## config.mk

```make
export PLATFORM = sky130hd
export DESIGN_NAME = seq_add_sub
export DESIGN_NICKNAME = d
export VERILOG_FILES = /design/src/rtl/seq_add_sub.sv
export SDC_FILE = /design/constraint.sdc
export NUM_CORES = 1
export LEC_CHECK = 0
export BUFFER_PORTS_ARGS = -buffer_cell sky130_fd_sc_hd__buf_2
export CAP_MARGIN = 25
export CORE_ASPECT_RATIO = 0.75
export CORE_MARGIN = 2
export CORE_UTILIZATION = 45
export CTS_CLUSTER_DIAMETER = 30
export DETAILED_ROUTE_END_ITERATION = 8
export GPL_TIMING_DRIVEN = 0
export HOLD_SLACK_MARGIN = 0.03
export MAX_ROUTING_LAYER = met4
export PLACE_DENSITY = 0.68
export SLEW_MARGIN = 10
export SYNTH_ARGS = -nofsm -noshare
export SYNTH_HDL_FRONTEND = slang
export SYNTH_SLANG_ARGS = --single-unit
```

## constraint.sdc

```tcl
create_clock -name clk -period 2.6 [get_ports clk]
set_input_delay 0.13 -clock clk [delete_from_list [all_inputs] [get_ports clk]]
set_output_delay 0.13 -clock clk [all_outputs]
set_load 0.05 [all_outputs]
```

## src/rtl/seq_add_sub.sv

```systemverilog
// Multi-cycle adder/subtractor, CHUNK bits per clock, LS chunk first.
// Operand and result handshakes are valid/ready.
module seq_add_sub #(
  parameter int WIDTH = 16,
  parameter int CHUNK = 4
) (
  input  logic             clk,
  input  logic             rst_n,
  input  logic             in_valid,
  output logic             in_ready,
  input  logic [WIDTH-1:0] a,
  input  logic [WIDTH-1:0] b,
  input  logic             sub,
  input  logic             cin,
  output logic             out_valid,
  input  logic             out_ready,
  output logic [WIDTH-1:0] sum,
  output logic             c_out,
  output logic             over_flow
);

  localparam int NCHUNK = WIDTH / CHUNK;
  localparam int IW = (NCHUNK > 1) ? $clog2(NCHUNK) : 1;

  localparam logic [1:0] IDLE = 2'd0;
  localparam logic [1:0] RUN  = 2'd1;
  localparam logic [1:0] DONE = 2'd2;

  logic [1:0]       state;
  logic [WIDTH-1:0] a_q;
  logic [WIDTH-1:0] b_q;
  logic             carry;
  logic [IW-1:0]    idx;

  logic [CHUNK-1:0] a_ch;
  logic [CHUNK-1:0] b_ch;
  logic [CHUNK-1:0] res;
  logic             c_nxt;
  logic             msb_cin;
  logic             last;

  // Operands shift right so the active chunk always sits at bit 0.
  assign a_ch = a_q[CHUNK-1:0];
  assign b_ch = b_q[CHUNK-1:0];

  assign {c_nxt, res} = {1'b0, a_ch} + {1'b0, b_ch}
                      + {{CHUNK{1'b0}}, carry};

  // Carry into the chunk's top bit recovered from its sum bit.
  assign msb_cin = a_ch[CHUNK-1] ^ b_ch[CHUNK-1] ^ res[CHUNK-1];
  assign last    = (idx == IW'(NCHUNK - 1));

  assign in_ready  = (state == IDLE) && rst_n;
  assign out_valid = (state == DONE);

  always_ff @(posedge clk) begin
    if (!rst_n) begin
      state     <= IDLE;
      a_q       <= '0;
      b_q       <= '0;
      carry     <= 1'b0;
      idx       <= '0;
      sum       <= '0;
      c_out     <= 1'b0;
      over_flow <= 1'b0;
    end else begin
      unique case (state)
        IDLE: begin
          if (in_valid) begin
            a_q   <= a;
            b_q   <= sub ? ~b : b;
            carry <= sub ? ~cin : cin;
            idx   <= '0;
            state <= RUN;
          end
        end
        RUN: begin
          a_q   <= a_q >> CHUNK;
          b_q   <= b_q >> CHUNK;
          carry <= c_nxt;
          sum   <= (sum >> CHUNK)
                 | (WIDTH'(res) << (WIDTH - CHUNK));
          idx   <= idx + 1'b1;
          if (last) begin
            c_out     <= c_nxt;
            over_flow <= msb_cin ^ c_nxt;
            idx       <= '0;
            state     <= DONE;
          end
        end
        DONE: begin
          if (out_ready)
            state <= IDLE;
        end
        default: state <= IDLE;
      endcase
    end
  end

endmodule
```

==> flow_summary.toml, run 1 <==
[route]
postRouteAntennaNets = 0
drc = 0
drt-total-wl_mm = 6.07
wire_per_inst_um = 13.6
vias_per_cell = 5.18
drt-pass1-iter-count = 4
num_vias = 2310
drt_iter0_markers = 174

[die]
die_w_um = 91.5
io_pins = 58
coreArea_um2 = 5440
die_area_um2 = 6370
rows = 23
start_util_pct = 47.5
die_y_um = 69.6

[synth]
synth_cell_type_count = 33
synthArstFlopShare_pct = 0
synth_most_common_cell = "dfxtp_1"
synth_area_leaders = "dfxtp_1 (43%), nand2_1 (7.4%), xor2_1 (6.4%)"
ys_dominant_reg_cell = "dfxtp_1"
synth_top_family_by_area = "compound AO/OA/AOI/OAI gates"
synth_compound_area_share_pct = 22.9
synthMuxAreaShare_pct = 0
netlist_top_cells_count = "dfxtp_1 (55), nand2_1 (51), o21ai_1 (23)"
synth_top_area_cell = "dfxtp_1"
synth.cell_area_um2 = 2580
yosysSeqAreaShare_pct = 42.6
ys_ff_latch = 55
synthCells = 308
syn-num-nets = 352
synthAdderAreaFrac_pct = 3.49
yosysTopAreaCellShare_pct = 42.6
synth_area_per_cell_um2 = 8.39
synth_warnings = 0
yosys.area_share.simple_pct = 18.8
synth-xor-area-share_pct = 6.44
synth_edf_count = 0

[critical_path]
timing.rr.start = "a_q[0]$_SDFFE_PN0P_"
reg2regPathDepth = 7
startpoint_type = "register"
path_cells = "fa_1, inv_1, fa_1, nand2b_1, a21oi_1, xor2_1, a21oi_1"
critical_path_class = "reg -> reg"
cp_data_required_time_ns = 2.81
reg2reg_slack_ns = 0.70
crit_fanout = 3
cp_data_arrival_time_ns = 2.11
cp-end-kind = "register"
critical_path.max_stage_delay_ns = 0.42
r2r-end = "over_flow$_SDFFE_PN0P_"
crit_slowest_cell = "dfxtp_1"

[clocking]
numCtsBuffers = 5
cts.sink_count = 55
post_cts_resized = 0
clkLatencyLatePin_ns = 0.31
hold_buffers = 0
cts_setup_buffers = 0
cts_max_level = 2
cts_buffer_depth = 2
cts_tree = "done"
cts_root_buf = "clkbuf_8"
clkTransAtPathRegs_ns = 0.10

[sta]
final-hold-violation-count = 0
setup-tns-final_ns = 0
hold_ws_ns = 0.0818
post-route-period-util_pct = 73.0
worst_pin_slew_ns = 0.518
relSlewSlack_pct = 65.5
finalCriticalPeriod_ns = 1.90
max_freq_ghz = 0.527
fin_worst_skew_ns = 0.0101
slew_violations = 0
finalSetupViolCount = 0
rsz0062_at_grt = "false"

[finish]
layout-drive-gt1-share_pct = 22.1
syn_to_final_growth_pct = 17.5
diodes = 0
fin_util_pct = 55.8
n_fill_cell = 538
stdcell_count = 446
nets = 414

[job]
cap_viol_max_count = 0

[placed_design]
place_inst = 438
routabilityCongestion = 0.836
dp_hpwl_mm = 4.34
port_buffers = 55

[global_routing]
grt_max_degree = 17
grt_pass1_wl_mm = 9.90
grt_overflow = 0
grt_pass1_vias = 2079
antenna_found_initial = 0
grtUsageTotal_pct = 19.6

[outcome]
status = "completed"

[worst_hold_path]
min_from = "a[15]"
min_to = "a_q[15]$_SDFFE_PN0P_"
hold_class = "in -> reg"
min_path_cells = 3

[power_and_ir_drop]
p_per_area_nw_per_um2 = 566
power_w = 0.00172
p_leak_nw = 1.32
peakVddDrop_uv = 324
[final cells by class]
type                    count  area [um^2]  area share [%]
inverters                   5         18.8           0.618
well taps                  75         93.8            3.09
plain buffers              24          129            4.24
flip-flops and latches     55         1100            36.3
multi-input cells         224         1340            44.0
clock inverters             3         15.0           0.494
clock buffers               5         68.8            2.27
repair buffers             55          275            9.06
[power breakdown]
| group | total (W) | switching (W) | internal [W] |
|---|---|---|---|
| registers | 0.000926 | 0.0000321 | 0.000894 |
| logic | 0.000326 | 0.000193 | 0.000133 |
| clock network | 0.000467 | 0.000281 | 0.000185 |
| total | 0.00172 | 0.000507 | 0.00121 |
[layout by cell type (no fill, tap or decap), types with 2 or more instances in the layout]
cell       n
buf_2     65
xor2_1    19
nand2b_1   3
nand2_1   51
and3_1     2
inv_1      4
ha_1       4
buf_6      2
a21boi_1  15
a22oi_1   21
clkinv_2   3
fa_1       2
clkbuf_1   9
o21ai_1   23
o21ai_0   11
and2_1    13
clkbuf_8   5
nor2b_1   11
nand3_1    2
dfxtp_1   55
nor2_1    17
a21oi_1   16
buf_4      3
o22ai_1    4
[metal layers]
layer | vias up | routed length, um | track usage, %
met2 | 62 | 2640 | 28.1
met5 | - | 0 | -
met4 | 0 | 32 | 5.39
li1 | 1164 | - | -
met3 | 5 | 323 | 3.91
met1 | 1079 | 3070 | 28.0
[through the flow]
stage	area, um^2	worst slack [ns]
2_1_floorplan	2580	0.946
3_3_place_gp	2950	0.745
3_5_place_dp	2950	0.713
4_1_cts	3040	0.695
5_1_grt	3040	0.592
6_report	3040	0.702
[registers in the layout, indices dropped and copies added, names as in the netlist]
signal and cells:
a_q 16, b_q 16, c_out 1, carry 1, idx 2, over_flow 1, state 2, sum 16
[how the worst max path moves through the flow]
stage          slack, ns                 from                     end
6_report            0.70  a_q[0]$_SDFFE_PN0P_  over_flow$_SDFFE_PN0P_
5_1_grt             0.59  a_q[0]$_SDFFE_PN0P_  over_flow$_SDFFE_PN0P_
4_1_cts             0.69  a_q[0]$_SDFFE_PN0P_  over_flow$_SDFFE_PN0P_
3_5_place_dp        0.71  a_q[0]$_SDFFE_PN0P_  over_flow$_SDFFE_PN0P_
3_3_place_gp        0.74  a_q[0]$_SDFFE_PN0P_  over_flow$_SDFFE_PN0P_
2_1_floorplan       0.95  a_q[0]$_SDFFE_PN0P_      carry$_SDFFE_PN0P_
[worst max-delay path, delay by kind of cell, from the launching register on]
family	cells	cell delay (ns)
AO/OA/AOI/OAI	2	0.36
XOR/XNOR	1	0.18
adder cells (fa/ha/maj)	2	0.60
buffers and inverters	1	0.06
flip-flops	1	0.42
AND/OR/NAND/NOR	1	0.17
[logic make-up (layout without fill, tap and decap cells)]
group	after synthesis	in the layout
buffers and inverters	29	92
adders and majority gates	6	6
AOI/OAI and AO/OA	95	95
xor gates and xnor gates	19	19
and+or+nand+nor	104	104
DFF	55	55
No activity file was read; power rests on OpenSTA's default activity.
==> run 2, diff against run 1 <==
- ABC_AREA: not set -> 1
- PLACE_DENSITY: 0.68 -> 0.71
- clock period: 2.6 -> 1.68 ns (I/O delays scaled with it)
==> flow_summary.toml, run 2 <==
[outcome]
status = "completed"

[worst_hold_path]
hold_class = "in -> reg"
min_from = "rst_n"
min_to = "c_out$_SDFFE_PN0P_"
min_path_cells = 3

[synth]
synth_edf_count = 0
syn-num-nets = 397
synth_cell_type_count = 24
synth_most_common_cell = "nand2_1"
ys_dominant_reg_cell = "dfxtp_1"
yosysTopAreaCellShare_pct = 42.7
synthCells = 353
netlist_top_cells_count = "nand2_1 (105), dfxtp_1 (55), nor2_1 (45)"
ys_ff_latch = 55
synth_top_area_cell = "dfxtp_1"
yosysSeqAreaShare_pct = 42.7
synth.cell_area_um2 = 2580
synth_area_per_cell_um2 = 7.30
synthArstFlopShare_pct = 0
synth_area_leaders = "dfxtp_1 (43%), nand2_1 (15%), nor2_1 (6.6%)"
synth_warnings = 0

[die]
rows = 23
io_pins = 58
start_util_pct = 47.4
die_y_um = 69.5
coreArea_um2 = 5440
die_w_um = 91.4
die_area_um2 = 6360

[clocking]
cts.sink_count = 55
clkLatencyLatePin_ns = 0.31
cts_buffer_depth = 2
cts_max_level = 2
cts_root_buf = "clkbuf_8"
clkTransAtPathRegs_ns = 0.09
numCtsBuffers = 5
cts_tree = "done"

[route]
num_vias = 2400
drt-total-wl_mm = 5.96
drt-pass1-iter-count = 4
postRouteAntennaNets = 0
drt_iter0_markers = 86
vias_per_cell = 4.83
drc = 0
wire_per_inst_um = 12.0

[power_and_ir_drop]
p_leak_nw = 1.44
swShare_pct = 30.6
p_per_area_nw_per_um2 = 925
peakVddDrop_uv = 343
clkPwrFrac_pct = 27.5
power_frac_seq_pct = 50.6
pwr-share-comb_pct = 21.9
power_switching_w = 0.000881
p_int_w = 0.00199

[sta]
worst_pin_slew_ns = 0.557
fin_worst_skew_ns = 0.00439
rsz0062_at_grt = "false"
final-hold-violation-count = 0
finalSetupViolCount = 0
max_freq_ghz = 0.630
finalCriticalPeriod_ns = 1.59
setup-tns-final_ns = 0
post-route-period-util_pct = 94.5
relSlewSlack_pct = 62.9
slew_violations = 0

[placed_design]
routabilityCongestion = 0.836
place_area_um2 = 2950
port_buffers = 56
dp_hpwl_mm = 4.35

[finish]
fin_util_pct = 57.1
final_cell_mix = "nand2_1 (105), buf_2 (62), dfxtp_1 (53)"
layout-drive-gt1-share_pct = 21.3
layout_commonest_cell = "nand2_1"
diodes = 0
nets = 465
reg_top3 = "a_q x16, b_q x16, sum x16"
syn_to_final_growth_pct = 20.5
design_area_um2 = 3110

[global_routing]
grt_max_degree = 16
grtUsageTotal_pct = 20.5
grt_pass1_vias = 2226
grt_pass1_wl_mm = 10.2
antenna_found_initial = 0
grt_overflow = 0

[critical_path]
crit_fanout = 2
cp-end-kind = "register"
timing.rr.start = "b_q[0]$_SDFFE_PN0P_"
startpoint_type = "register"
r2r-end = "over_flow$_SDFFE_PN0P_"
critical_path_class = "reg -> reg"
cp_data_arrival_time_ns = 1.78
reg2regPathDepth = 10
cp_data_required_time_ns = 1.88
reg2reg_slack_ns = 0.09

[job]
cap_viol_max_count = 0
-- run 2: how the worst max path moves through the flow --
stage          slack (ns)  cells after the start                endpoint                  start
2_1_floorplan        0.14                      1                in_ready  state[0]$_SDFFE_PN0P_
3_3_place_gp         0.06                     10  over_flow$_SDFFE_PN0P_    a_q[0]$_SDFFE_PN0P_
3_5_place_dp         0.01                     10  over_flow$_SDFFE_PN0P_    a_q[0]$_SDFFE_PN0P_
4_1_cts             0.004                     10  over_flow$_SDFFE_PN0P_    b_q[0]$_SDFFE_PN0P_
5_1_grt              0.01                     10      carry$_SDFFE_PN0P_    b_q[0]$_SDFFE_PN0P_
6_report             0.09                     10  over_flow$_SDFFE_PN0P_    b_q[0]$_SDFFE_PN0P_
-- run 2: repair_timing --
item | CTS | global route
pin swaps | 0 | 1
hold endpoints to repair | 4 | 0
setup buffers | 0 | 1
hold buffers | 4 | 0
gates resized for setup | 2 | 2
endpoints found under the setup margin | 1 | 2
-- run 2: cell families after synthesis --
group,Yosys count,synth area share (%)
AO/OA/AOI/OAI,58,12.0
adder cells (fa/ha/maj),6,3.50
XOR/XNOR,17,5.78
flip-flops,55,42.7
buffers and inverters,41,8.06
AND/OR/NAND/NOR,176,28.0
-- run 2: per-layer routing --
metal	track usage [%]	routed length (um)	up-vias
li1	-	-	1258
met1	27.4	2910	1075
met2	31.9	2650	60
met3	3.80	336	7
met4	5.56	63	0
met5	-	0	-
-- run 2: area by class of cell --
class                   instances  area [um^2]
multi-input cells             257         1270
plain buffers                  19          124
repair buffers                 61          328
well taps                      75         93.8
flip-flops and latches         55         1100
clock buffers                   8          100
fillers                       520         2330
inverters                      22         83.8
-- run 2: through the flow --
stage	hold slack, ns	power, W	setup slack, ns	std cells
2_1_floorplan	0.222	0.00193	0.142	353
6_report	0.0453	0.00288	0.0917	497
4_1_cts	0.0415	0.00289	0.00431	496
3_3_place_gp	0.337	0.00209	0.0643	484
3_5_place_dp	0.343	0.00210	0.0112	484
5_1_grt	0.0527	0.00302	0.0146	497
-- run 2: critical path, cell delays in order, from the launching register on --
cell and delay [ns]:
dfxtp_2 0.34, fa_2 0.39, inv_1 0.08, fa_2 0.20
inv_1 0.05, nand2_1 0.08, nand2_1 0.06, nand2_1 0.09
nand2_1 0.05, nand2_1 0.07, a21oi_1 0.05
-- run 2: power by group through the flow --
stage	combinational [W]	clock, W	sequential [W]
final	0.000631	0.000789	0.00145
after global routing	0.000698	0.000856	0.00147
after CTS	0.000631	0.000807	0.00145
after detailed placement	0.000621	0	0.00148
after global placement	0.000612	0	0.00148
after floorplan	0.000335	0	0.00159
